===== config.mk =====
export PLATFORM = sky130hd
export DESIGN_NAME = alu_multicycle
export DESIGN_NICKNAME = d
export VERILOG_FILES = /design/src/rtl/alu_pkg.sv /design/src/rtl/alu_mul_iter.sv /design/src/rtl/alu_multicycle.sv
export SDC_FILE = /design/constraint.sdc
export NUM_CORES = 1
export LEC_CHECK = 0
export ABC_AREA = 0
export CELL_PAD_IN_SITES_DETAIL_PLACEMENT = 1
export CELL_PAD_IN_SITES_GLOBAL_PLACEMENT = 1
export CORE_MARGIN = 3
export CORE_UTILIZATION = 46
export CTS_CLUSTER_SIZE = 12
export DETAILED_ROUTE_END_ITERATION = 10
export HOLD_SLACK_MARGIN = 0.12
export PLACE_DENSITY_LB_ADDON = 0.05
export SYNTH_ARGS = -nofsm -noshare
export SYNTH_HDL_FRONTEND = slang
export SYNTH_SLANG_ARGS = --single-unit

===== constraint.sdc =====
create_clock -name CLK -period 4.25 [get_ports CLK]
set_clock_uncertainty 0.2 [all_clocks]
set_input_delay 0.6375 -clock CLK [delete_from_list [all_inputs] [get_ports CLK]]
set_output_delay 0.6375 -clock CLK [all_outputs]
set_load 0.005 [all_outputs]

===== src/rtl/alu_pkg.sv =====
// Shared opcode, width and FSM definitions for the multi-cycle ALU.
// Latency: n/a (declarations only).
// Backpressure: n/a.
package alu_pkg;

  localparam int ALU_OP_W = 4;

  // Codes 0-4 match the original combinational ALU encoding.
  localparam logic [ALU_OP_W-1:0] ALU_NOP = 4'd0;
  localparam logic [ALU_OP_W-1:0] ALU_ADD = 4'd1;
  localparam logic [ALU_OP_W-1:0] ALU_SUB = 4'd2;
  localparam logic [ALU_OP_W-1:0] ALU_OR  = 4'd3;
  localparam logic [ALU_OP_W-1:0] ALU_AND = 4'd4;
  localparam logic [ALU_OP_W-1:0] ALU_XOR = 4'd5;
  localparam logic [ALU_OP_W-1:0] ALU_SLL = 4'd6;
  localparam logic [ALU_OP_W-1:0] ALU_SRL = 4'd7;
  localparam logic [ALU_OP_W-1:0] ALU_SRA = 4'd8;
  localparam logic [ALU_OP_W-1:0] ALU_MUL = 4'd9;

  typedef enum logic {
    ST_IDLE = 1'b0,
    ST_MUL  = 1'b1
  } alu_state_t;

endpackage


===== src/rtl/alu_mul_iter.sv =====
// Iterative unsigned shift-add multiplier, one partial product per Step.
// Latency: WIDTH Steps after Load; Product includes the current Step's partial product.
// Backpressure: none; the caller sequences Load/Step and watches Last.
// Ports: Load captures Multiplicand/Multiplier and clears the accumulator and counter;
//        Step adds one partial product; Product is the accumulator after this Step;
//        Last flags that the current Step is the final one.
module alu_mul_iter #(
  parameter int WIDTH = 16
) (
  input  logic               CLK,
  input  logic               Reset,
  input  logic               Load,
  input  logic               Step,
  input  logic [WIDTH-1:0]   Multiplicand,
  input  logic [WIDTH-1:0]   Multiplier,
  output logic [2*WIDTH-1:0] Product,
  output logic               Last
);

  localparam int SHW = $clog2(WIDTH);

  logic [2*WIDTH-1:0] mcand_q, mcand_d;
  logic [WIDTH-1:0]   mplier_q, mplier_d;
  logic [2*WIDTH-1:0] acc_q, acc_d;
  logic [SHW-1:0]     cnt_q, cnt_d;

  // Partial product is selected by the multiplier LSB, which is shifted
  // right each Step while the multiplicand moves left.
  assign Product = acc_q + (mplier_q[0] ? mcand_q : '0);
  assign Last    = (cnt_q == SHW'(WIDTH - 1));

  always_comb begin
    mcand_d  = mcand_q;
    mplier_d = mplier_q;
    acc_d    = acc_q;
    cnt_d    = cnt_q;
    if (Load) begin
      mcand_d  = {{WIDTH{1'b0}}, Multiplicand};
      mplier_d = Multiplier;
      acc_d    = '0;
      cnt_d    = '0;
    end else if (Step) begin
      mcand_d  = mcand_q << 1;
      mplier_d = mplier_q >> 1;
      acc_d    = Product;
      cnt_d    = cnt_q + 1'b1;
    end
  end

  always_ff @(posedge CLK or posedge Reset) begin
    if (Reset) begin
      mcand_q  <= '0;
      mplier_q <= '0;
      acc_q    <= '0;
      cnt_q    <= '0;
    end else begin
      mcand_q  <= mcand_d;
      mplier_q <= mplier_d;
      acc_q    <= acc_d;
      cnt_q    <= cnt_d;
    end
  end

endmodule


===== src/rtl/alu_multicycle.sv =====
// Registered ALU with Start/Busy/Done handshake; single-cycle ops plus an iterative MUL.
// Latency: 1 edge for single-cycle ops, WIDTH+1 edges for MUL.
// Backpressure: Start is ignored (not queued) while Busy=1.
// Ports: Start/ALUOp/FirstInput/SecondInput sampled when Busy=0; Done pulses for one
//        cycle with new OutputData and flags (Zero, Negative, Carry, Overflow), held after.
module alu_multicycle
  import alu_pkg::*;
#(
  parameter int WIDTH = 16,
  parameter int SHW   = $clog2(WIDTH)
) (
  input  logic                CLK,
  input  logic                Reset,
  input  logic                Start,
  input  logic [ALU_OP_W-1:0] ALUOp,
  input  logic [WIDTH-1:0]    FirstInput,
  input  logic [WIDTH-1:0]    SecondInput,
  output logic                Busy,
  output logic                Done,
  output logic [WIDTH-1:0]    OutputData,
  output logic                Zero,
  output logic                Negative,
  output logic                Carry,
  output logic                Overflow
);

  alu_state_t state_q, state_d;
  logic [WIDTH-1:0] res_q, res_d;
  logic carry_q, carry_d;
  logic ovf_q, ovf_d;
  logic done_q, done_d;

  logic mul_load, mul_step, mul_last;
  logic [2*WIDTH-1:0] mul_prod;

  // Single-cycle datapath
  logic [WIDTH-1:0] sc_res;
  logic sc_carry, sc_ovf;
  logic [SHW-1:0] amt;
  logic [WIDTH:0] add_w, sub_w, sll_w, srl_w;
  logic signed [WIDTH:0] sra_w;

  assign amt = SecondInput[SHW-1:0];

  // Shifts run on a WIDTH+1 vector so the last bit shifted out lands in the
  // extra bit position; with amount 0 that bit is the zero/appended fill.
  always_comb begin
    add_w = {1'b0, FirstInput} + {1'b0, SecondInput};
    sub_w = {1'b0, FirstInput} - {1'b0, SecondInput};
    sll_w = {1'b0, FirstInput} << amt;
    srl_w = {FirstInput, 1'b0} >> amt;
    sra_w = $signed({FirstInput, 1'b0}) >>> amt;

    sc_res   = '0;
    sc_carry = 1'b0;
    sc_ovf   = 1'b0;
    case (ALUOp)
      ALU_ADD: begin
        sc_res   = add_w[WIDTH-1:0];
        sc_carry = add_w[WIDTH];
        sc_ovf   = (FirstInput[WIDTH-1] == SecondInput[WIDTH-1]) &&
                   (add_w[WIDTH-1] != FirstInput[WIDTH-1]);
      end
      ALU_SUB: begin
        sc_res   = sub_w[WIDTH-1:0];
        sc_carry = ~sub_w[WIDTH];  // top bit is the borrow
        sc_ovf   = (FirstInput[WIDTH-1] != SecondInput[WIDTH-1]) &&
                   (sub_w[WIDTH-1] != FirstInput[WIDTH-1]);
      end
      ALU_OR:  sc_res = FirstInput | SecondInput;
      ALU_AND: sc_res = FirstInput & SecondInput;
      ALU_XOR: sc_res = FirstInput ^ SecondInput;
      ALU_SLL: begin
        sc_res   = sll_w[WIDTH-1:0];
        sc_carry = sll_w[WIDTH];
      end
      ALU_SRL: begin
        sc_res   = srl_w[WIDTH:1];
        sc_carry = srl_w[0];
      end
      ALU_SRA: begin
        sc_res   = sra_w[WIDTH:1];
        sc_carry = sra_w[0];
      end
      default: ;  // NOP and codes 10-15 give result 0, flags 0
    endcase
  end

  alu_mul_iter #(.WIDTH(WIDTH)) u_mul (
    .CLK          (CLK),
    .Reset        (Reset),
    .Load         (mul_load),
    .Step         (mul_step),
    .Multiplicand (FirstInput),
    .Multiplier   (SecondInput),
    .Product      (mul_prod),
    .Last         (mul_last)
  );

  always_comb begin
    state_d  = state_q;
    res_d    = res_q;
    carry_d  = carry_q;
    ovf_d    = ovf_q;
    done_d   = 1'b0;
    mul_load = 1'b0;
    mul_step = 1'b0;
    if (state_q == ST_IDLE) begin
      if (Start) begin
        if (ALUOp == ALU_MUL) begin
          mul_load = 1'b1;
          state_d  = ST_MUL;
        end else begin
          res_d   = sc_res;
          carry_d = sc_carry;
          ovf_d   = sc_ovf;
          done_d  = 1'b1;
        end
      end
    end else begin
      mul_step = 1'b1;
      if (mul_last) begin
        state_d = ST_IDLE;
        res_d   = mul_prod[WIDTH-1:0];
        carry_d = |mul_prod[2*WIDTH-1:WIDTH];
        ovf_d   = 1'b0;
        done_d  = 1'b1;
      end
    end
  end

  always_ff @(posedge CLK or posedge Reset) begin
    if (Reset) begin
      state_q <= ST_IDLE;
      res_q   <= '0;
      carry_q <= 1'b0;
      ovf_q   <= 1'b0;
      done_q  <= 1'b0;
    end else begin
      state_q <= state_d;
      res_q   <= res_d;
      carry_q <= carry_d;
      ovf_q   <= ovf_d;
      done_q  <= done_d;
    end
  end

  assign Busy       = (state_q == ST_MUL);
  assign Done       = done_q;
  assign OutputData = res_q;
  assign Zero       = (res_q == '0);
  assign Negative   = res_q[WIDTH-1];
  assign Carry      = carry_q;
  assign Overflow   = ovf_q;

endmodule


==> run_summary.xml <==
<?xml version="1.0" encoding="UTF-8"?>
<metrics>
  <group name="status">
    <metric name="result_of_the_run" unit="">completed</metric>
  </group>
  <group name="critical_path">
    <metric name="setup.worst_path.start_class" unit="">flop</metric>
    <metric name="critPathCaptureType" unit="">flop</metric>
    <metric name="r2r_startpoint" unit="">u_mul.mcand_q[0]$_DFFE_PP0P_</metric>
    <metric name="regToRegEndpoint" unit="">Carry$_DFFE_PP0P_</metric>
    <metric name="crit_fanout" unit="">3</metric>
    <metric name="cp_data_required_time" unit="ns">4.29</metric>
    <metric name="r2r_cells" unit="">12</metric>
    <metric name="regToRegSetupSlack" unit="ns">0.27</metric>
    <metric name="cp_data_arrival_time" unit="ns">4.02</metric>
    <metric name="worstSetupPathType" unit="">flop to flop</metric>
  </group>
  <group name="clock_network">
    <metric name="ctsRootBufferMaster" unit="">clkbuf_16</metric>
    <metric name="postCtsSetupBuffers" unit="">0</metric>
    <metric name="cts_tree" unit="">done</metric>
    <metric name="tritoncts.num_buffers" unit="">9</metric>
    <metric name="cts.reportedPaths.clkPinSlew" unit="ns">0.08</metric>
    <metric name="clock_insertion_delay_worst_skew" unit="ns">0.36</metric>
    <metric name="cts.sink_count" unit="">104</metric>
    <metric name="clk_path_buf_depth" unit="">2</metric>
    <metric name="clock_tree.htree_level_count" unit="">3</metric>
  </group>
  <group name="synth">
    <metric name="synth.distinct_cells" unit="">76</metric>
    <metric name="post_synth_instance_area" unit="sq um">9780</metric>
    <metric name="seq_area_frac_synth" unit="%">26.6</metric>
    <metric name="ys_warn_count" unit="">0</metric>
    <metric name="synth.avg_cell_area" unit="sq um">7.61</metric>
    <metric name="dominantRegCellSynth" unit="">dfrtp_1</metric>
    <metric name="synthArstFlopShare" unit="%">100</metric>
    <metric name="syn_nets" unit="">1409</metric>
    <metric name="synth_enable_flop_cells" unit="">0</metric>
    <metric name="synthCells" unit="">1286</metric>
    <metric name="ys_seq_elements" unit="">104</metric>
  </group>
  <group name="hold_path">
    <metric name="min_to" unit="">u_mul.mcand_q[26]$_DFFE_PP0P_</metric>
    <metric name="min_delay_path_depth" unit="">2</metric>
    <metric name="holdCritStartpoint" unit="">u_mul.mcand_q[25]$_DFFE_PP0P_</metric>
    <metric name="worstHoldPathType" unit="">flop to flop</metric>
  </group>
  <group name="placement">
    <metric name="cell_area_reported_after_detailed_placement" unit="sq um">10900</metric>
    <metric name="gp_congestion" unit="">0.998</metric>
    <metric name="io_buffer_count" unit="">60</metric>
    <metric name="hpwl" unit="mm">30.1</metric>
  </group>
  <group name="global_routing">
    <metric name="grt_start_max_net_pins" unit="">54</metric>
    <metric name="global_route_wire_length_before_repair" unit="mm">59.9</metric>
    <metric name="antenna_found_initial" unit="">0</metric>
    <metric name="grt_pass1_vias" unit="">10400</metric>
    <metric name="globalRouteTotalUtil" unit="%">32.5</metric>
    <metric name="gr-total-overflow" unit="">0</metric>
  </group>
  <group name="timing">
    <metric name="max_freq" unit="MHz">251</metric>
    <metric name="slew_headroom" unit="%">49.8</metric>
    <metric name="period_needed" unit="ns">3.98</metric>
    <metric name="fin_tns_setup" unit="ns">0</metric>
    <metric name="final-max-slew-violation-count" unit="">0</metric>
    <metric name="endpoints_failing_setup" unit="">0</metric>
    <metric name="grt_setup_unrepaired" unit="">false</metric>
    <metric name="worst_slew_pin_slew" unit="ns">0.747</metric>
    <metric name="min_period_over_period" unit="%">93.6</metric>
    <metric name="hold_viol" unit="">0</metric>
  </group>
  <group name="floorplan">
    <metric name="die-width" unit="um">152</metric>
    <metric name="rows" unit="">52</metric>
    <metric name="ioPinCount" unit="">61</metric>
    <metric name="y_dimension_of_the_die" unit="um">152</metric>
    <metric name="effective_utilization_at_floorplan" unit="%">47.6</metric>
    <metric name="floorplan.die_area" unit="sq um">23100</metric>
    <metric name="core" unit="sq um">20600</metric>
  </group>
  <group name="layout">
    <metric name="antenna_cells" unit="">0</metric>
    <metric name="area_delta_synth_final" unit="%">14.7</metric>
    <metric name="nets" unit="">1466</metric>
    <metric name="final_area" unit="sq um">11200</metric>
    <metric name="layout-drive-gt1-share" unit="%">8.83</metric>
  </group>
  <group name="power_and_ir_drop">
    <metric name="leakagePower" unit="nW">5.06</metric>
    <metric name="vdd.ir_drop.worst" unit="mV">0.305</metric>
    <metric name="p_per_area" unit="nW/um^2">435</metric>
  </group>
  <group name="flow_run">
    <metric name="maxCapViolCount" unit="">0</metric>
  </group>
  <group name="routing">
    <metric name="drt.antenna.violating_nets" unit="">0</metric>
    <metric name="dr_total_vias" unit="">10300</metric>
    <metric name="viasPerCell" unit="">6.34</metric>
    <metric name="detail_route.first_pass.iterations" unit="">5</metric>
    <metric name="drt_drc_violations_left" unit="">0</metric>
    <metric name="number_of_drc_violations_after_detailed_routing_iteration_0" unit="">930</metric>
    <metric name="routedWlPerCell" unit="um">23.7</metric>
    <metric name="wl" unit="mm">38.3</metric>
  </group>
</metrics>
[routing by layer]
| layer | global-route usage (%) | wire length, um |
|---|---|---|
| met5 | 0 | 0 |
| met2 | 48.4 | 16600 |
| met4 | 11.2 | 1410 |
| met3 | 5.92 | 2660 |
| met1 | 47.4 | 17600 |
[report_power, final]
group | switching, mW | leakage, nW | internal, mW
sequential | 0.356 | 1.38 | 1.38
clock | 0.432 | 0.144 | 0.429
combinational | 1.39 | 3.54 | 0.893
total | 2.18 | 5.06 | 2.70
[what timing repair did]
action,in CTS,in global routing
hold buffers,0,0
resized for setup,0,1
setup endpoints to repair,0,1
[Yosys cell counts, types with 11 or more instances]
cell type  number  share of area [%]
nand2b_1       11               0.70
ha_1           81                 10
nor3_1         20                1.0
a221oi_1       13                1.2
a31oi_1        19                1.2
clkbuf_1       63                2.4
and2_1         36                2.3
inv_1          51                2.0
dfrtp_1       104                 27
o21ai_0       131                6.7
a21o_1         20                1.5
nor2b_1        11               0.70
a21oi_1       121                6.2
nand3_1        25                1.3
nor2_1        140                5.4
xnor2_1        18                1.6
xor2_1         14                1.3
nand2_1       172                6.6
a211oi_1       22                1.7
mux2i_1        15                1.5
[worst max path at each step]
stage | startpoint | end | slack [ns]
after floorplan | Reset | Busy$_DFF_PP0_ | 0.68
after global placement | SecondInput[1] | OutputData[15]$_DFFE_PP0P_ | 0.19
final | u_mul.mcand_q[0]$_DFFE_PP0P_ | Carry$_DFFE_PP0P_ | 0.27
after CTS | u_mul.mplier_q[0]$_DFFE_PP0P_ | Carry$_DFFE_PP0P_ | 0.31
after global routing | u_mul.mcand_q[0]$_DFFE_PP0P_ | Carry$_DFFE_PP0P_ | 0.07
after detailed placement | SecondInput[1] | Overflow$_DFFE_PP0P_ | 0.07
[placed cells by master, fill, tap and decap left out, types with 8 or more instances in the layout]
cell type and n:
buf_4 61, inv_1 50, and2_1 36, clkbuf_16 9, a22o_1 10, o22ai_1 8
clkdlybuf4s50_1 59, ha_1 81, a221oi_1 13, nand2_1 171, nand2b_1 11, o21bai_1 10
xor2_1 14, nor2_1 140, o31ai_1 10, a21o_1 20, dfrtp_1 103, a21oi_1 120
mux4_2 8, a211oi_1 22, nor3_1 18, nand4_1 8, o211ai_1 9, nand3_1 25
o21a_1 8, nor2b_1 11, a31oi_1 19, o21ai_0 131, mux2i_1 15, xnor2_1 18
[layout make-up]
cell class	count	area, sq um
well taps	270	338
inverters	53	201
repair buffers	122	1070
multi-input cells	1053	6700
clock inverters	6	61.3
flip-flops and latches	104	2610
clock buffers	10	239
fillers	2609	9340
[flip-flops by register name, summed over array words and instances (netlist names)]
register and flops:
Done 1, u_mul.cnt_q 4, u_mul.mcand_q 32, Overflow 1, OutputData 16, Busy 1, u_mul.mplier_q 16, u_mul.acc_q 32
Carry 1
[worst max-delay path, cell delays in order, from the launching register on]
cell	delay (ns)
dfrtp_1	0.40
and2_1	0.20
ha_1	0.26
fa_1	0.47
a211oi_1	0.22
o21ai_0	0.17
o21ai_0	0.44
a21oi_1	0.23
o21ai_0	0.43
xnor2_1	0.18
nor3_1	0.27
nand4_1	0.13
o31a_1	0.26
[through the flow]
| step | std cells | hold WS, ns | power, mW | setup slack, ns | utilization [%] |
|---|---|---|---|---|---|
| 5_1_grt | 1618 | 0.314 | 5.23 | 0.0655 | 54.6 |
| 4_1_cts | 1618 | 0.290 | 4.87 | 0.307 | 54.5 |
| 3_3_place_gp | 1602 | 0.266 | 3.90 | 0.187 | 53.1 |
| 2_1_floorplan | 1286 | 0.250 | 3.06 | 0.680 | - |
| 6_report | 1618 | 0.293 | 4.88 | 0.273 | 54.6 |
| 3_5_place_dp | 1602 | 0.271 | 3.99 | 0.0739 | 53.1 |
[cell families (layout without fill, tap and decap cells)]
logic type	count (synthesis)	in the layout	share of synthesized area [%]
AOI/OAI and AO/OA	459	459	30.1
and+or+nand+nor	453	453	20.7
buffers and inverters	129	191	5.15
DFF	104	104	26.6
adders and majority gates	84	84	11.0
xor gates and xnor gates	32	32	2.87
muxes	25	25	3.61
No activity file was read; power rests on OpenSTA's default activity.
==> patch (config.mk and constraints unchanged) <==
Add an input register stage for `Start`, `ALUOp` and `SecondInput`; this delays them by one clock. Comments in the files are not updated.
--- a/src/rtl/alu_multicycle.sv
+++ b/src/rtl/alu_multicycle.sv
@@ -24,6 +24,16 @@
   output logic                Overflow
 );
 
+  logic Start_q;
+  logic [ALU_OP_W-1:0] ALUOp_q;
+  logic [WIDTH-1:0] SecondInput_q;
+
+  always_ff @(posedge CLK) begin
+    Start_q       <= Start;
+    ALUOp_q       <= ALUOp;
+    SecondInput_q <= SecondInput;
+  end
+
   alu_state_t state_q, state_d;
   logic [WIDTH-1:0] res_q, res_d;
   logic carry_q, carry_d;
@@ -40,13 +50,13 @@
   logic [WIDTH:0] add_w, sub_w, sll_w, srl_w;
   logic signed [WIDTH:0] sra_w;
 
-  assign amt = SecondInput[SHW-1:0];
+  assign amt = SecondInput_q[SHW-1:0];
 
   // Shifts run on a WIDTH+1 vector so the last bit shifted out lands in the
   // extra bit position; with amount 0 that bit is the zero/appended fill.
   always_comb begin
-    add_w = {1'b0, FirstInput} + {1'b0, SecondInput};
-    sub_w = {1'b0, FirstInput} - {1'b0, SecondInput};
+    add_w = {1'b0, FirstInput} + {1'b0, SecondInput_q};
+    sub_w = {1'b0, FirstInput} - {1'b0, SecondInput_q};
     sll_w = {1'b0, FirstInput} << amt;
     srl_w = {FirstInput, 1'b0} >> amt;
     sra_w = $signed({FirstInput, 1'b0}) >>> amt;
@@ -54,22 +64,22 @@
     sc_res   = '0;
     sc_carry = 1'b0;
     sc_ovf   = 1'b0;
-    case (ALUOp)
+    case (ALUOp_q)
       ALU_ADD: begin
         sc_res   = add_w[WIDTH-1:0];
         sc_carry = add_w[WIDTH];
-        sc_ovf   = (FirstInput[WIDTH-1] == SecondInput[WIDTH-1]) &&
+        sc_ovf   = (FirstInput[WIDTH-1] == SecondInput_q[WIDTH-1]) &&
                    (add_w[WIDTH-1] != FirstInput[WIDTH-1]);
       end
       ALU_SUB: begin
         sc_res   = sub_w[WIDTH-1:0];
         sc_carry = ~sub_w[WIDTH];  // top bit is the borrow
-        sc_ovf   = (FirstInput[WIDTH-1] != SecondInput[WIDTH-1]) &&
+        sc_ovf   = (FirstInput[WIDTH-1] != SecondInput_q[WIDTH-1]) &&
                    (sub_w[WIDTH-1] != FirstInput[WIDTH-1]);
       end
-      ALU_OR:  sc_res = FirstInput | SecondInput;
-      ALU_AND: sc_res = FirstInput & SecondInput;
-      ALU_XOR: sc_res = FirstInput ^ SecondInput;
+      ALU_OR:  sc_res = FirstInput | SecondInput_q;
+      ALU_AND: sc_res = FirstInput & SecondInput_q;
+      ALU_XOR: sc_res = FirstInput ^ SecondInput_q;
       ALU_SLL: begin
         sc_res   = sll_w[WIDTH-1:0];
         sc_carry = sll_w[WIDTH];
@@ -92,7 +102,7 @@
     .Load         (mul_load),
     .Step         (mul_step),
     .Multiplicand (FirstInput),
-    .Multiplier   (SecondInput),
+    .Multiplier   (SecondInput_q),
     .Product      (mul_prod),
     .Last         (mul_last)
   );
@@ -106,8 +116,8 @@
     mul_load = 1'b0;
     mul_step = 1'b0;
     if (state_q == ST_IDLE) begin
-      if (Start) begin
-        if (ALUOp == ALU_MUL) begin
+      if (Start_q) begin
+        if (ALUOp_q == ALU_MUL) begin
           mul_load = 1'b1;
           state_d  = ST_MUL;
         end else begin
Behaviour: not the same (a bounded check fails within 4 cycles, from zero or initial values and one cycle with Reset high).
==> patch against the original RTL <==
Worst setup slack lost 6.3 ps. Hold slack lost 4.2 ps. Sequential share of layout area grew 2.0 points. Routed wire length grew 3.5%. Design area grew 7.2%. Area after synthesis grew 5.7%. Highest routed layer is now met5. Sequential cell count grew 21. Total power grew 20%. Fmax shrank 0.16%.
==> patch: results <==
[clock_network]
worstSkewPairLatency_ps = 430
htreeDepth = 4
clock-root-buffer = "clkbuf_16"
clkTransAtPathRegs_ps = 70
cts_buffers = 17
postCtsSetupBuffers = 0
cts_max_path_buffers = 2

[worst_setup_path]
r2r-start = "u_mul.mplier_q[0]$_DFFE_PP0P_"
cp_slowest_cell = "a2111oi_0"
worstPathMaxFanout = 31
regToRegSetupSlack_ps = 270
regToRegEndpoint = "Carry$_DFFE_PP0P_"
ff2ff_path_depth = 12
crit_arrival_ps = 4080
cp_slowest_stage_delay_ps = 730

[finish]
fillers = 2692
fin_nets = 1486
antenna_cells = 0
reg_top3 = "u_mul.acc_q: 32 flops, u_mul.mcand_q: 32 flops"
final_layout_size_suffix_gt1_frac = 0.0872

[route]
dr_total_vias = 10600
drt-initial-drc-count = 907
drt-pass1-iter-count = 5
wl_per_cell_um = 23.9

[status]
status = "completed"

[synth]
synthXorXnorAreaFrac = 0.0246
synth_area_leaders = "dfrtp_1 (25%), ha_1 (9.8%), nand2_1 (6.9%), a21oi_1 (5.6%), o21ai_0 (5.4%)"
ys.flop_type = "dfrtp_1"
synth_compound_area_frac = 0.270
synthTopCellsByCount = "nand2_1 (190), nor2_1 (125), a21oi_1 (116)"
seq_area_frac_synth = 0.292
synth_nets = 1446
yosys_warnings = 0
synth_async_sr_flop_share = 0.832
synthMuxAreaShare = 0.0509
ys_types = 81
synthAdderAreaFrac = 0.104

[min_path]
min_path_type = "flop to flop"
holdPathEnd = "u_mul.acc_q[12]$_DFFE_PP0P_"
hold_path_startpoint = "u_mul.acc_q[12]$_DFFE_PP0P_"
worstHoldPathCells = 1

[placed_design]
dp_slack_ps = 74.0
globalplace.congestion = 0.954
place_hpwl_um = 29400
io_buffers = 60

[grt]
grt_max_degree = 103
track_usage = 0.327
grt_pass1_wl_um = 62200
antenna_found_initial = 1

[timing]
setup_viol = 0
worstMarginPinSlew_ps = 944
hold_slack_ps = 289

[power]
ir_drop_uv = 292
leakage_nw = 5.39
## patch: layout make-up
| class | count | area, sq um | share of cell area |
|---|---|---|---|
| Tap cell | 280 | 350 | 0.0291 |
| Multi-Input combinational cell | 1058 | 6820 | 0.567 |
| Timing Repair Buffer | 108 | 986 | 0.0820 |
| Clock buffer | 18 | 429 | 0.0357 |
| Inverter | 53 | 201 | 0.0168 |
| Clock inverter | 14 | 209 | 0.0174 |
| Sequential cell | 125 | 3030 | 0.252 |
## patch: worst max-delay path, delay by kind of cell, from the launching register on
family,cells,cell delay [ps]
AO/OA/AOI/OAI,5,1640
AND/OR/NAND/NOR,4,830
flip-flops,1,410
adder cells (fa/ha/maj),1,410
buffers and inverters,1,170
XOR/XNOR,1,170
## patch: timing repair
action,in CTS,in global routing
endpoints found under the setup margin,0,1
hold buffers,0,0
gates resized for setup,0,1
## patch: metal layers
| metal | part of all wire | global-route usage | vias up | wire, um |
|---|---|---|---|---|
| li1 | - | - | 4846 | - |
| met1 | 0.43 | 0.432 | 5287 | 17200 |
| met2 | 0.47 | 0.536 | 372 | 18600 |
| met3 | 0.055 | 0.0499 | 104 | 2170 |
| met4 | 0.042 | 0.138 | 2 | 1670 |
| met5 | 0.00028 | 0 | - | 11 |
## patch: power by group
| part | internal [mW] | leakage (nW) | switching, mW |
|---|---|---|---|
| registers | 1.57 | 1.56 | 0.359 |
| clock network | 0.997 | 0.302 | 0.633 |
| logic | 0.921 | 3.54 | 1.40 |
| total | 3.48 | 5.39 | 2.40 |
## patch: per-stage QoR
stage,instances,area [sq um]
floorplan,1323,10300
global placement,1624,11400
detailed placement,1624,11400
CTS,1656,12000
global route,1656,12000
finish,1656,12000
## patch: cell families after synthesis
logic type,count (synthesis)
compound gates,435
buf+inv,140
flops,125
fa+ha+maj,84
xor+xnor,29
simple gates,466
mux,44
## patch: worst max-delay path by stage
stage / from / endpoint / slack (ps) / cells past startpoint
6_report: u_mul.mplier_q[0]$_DFFE_PP0P_ / Carry$_DFFE_PP0P_ / 270 / 12
2_1_floorplan: u_mul.mplier_q[0]$_DFFE_PP0P_ / Carry$_DFFE_PP0P_ / 570 / 13
4_1_cts: u_mul.mplier_q[0]$_DFFE_PP0P_ / Carry$_DFFE_PP0P_ / 200 / 12
3_5_place_dp: FirstInput[0] / Carry$_DFFE_PP0P_ / 70 / 13
5_1_grt: u_mul.mplier_q[0]$_DFFE_PP0P_ / Carry$_DFFE_PP0P_ / 20 / 12
3_3_place_gp: FirstInput[7] / OutputData[13]$_DFFE_PP0P_ / 110 / 11
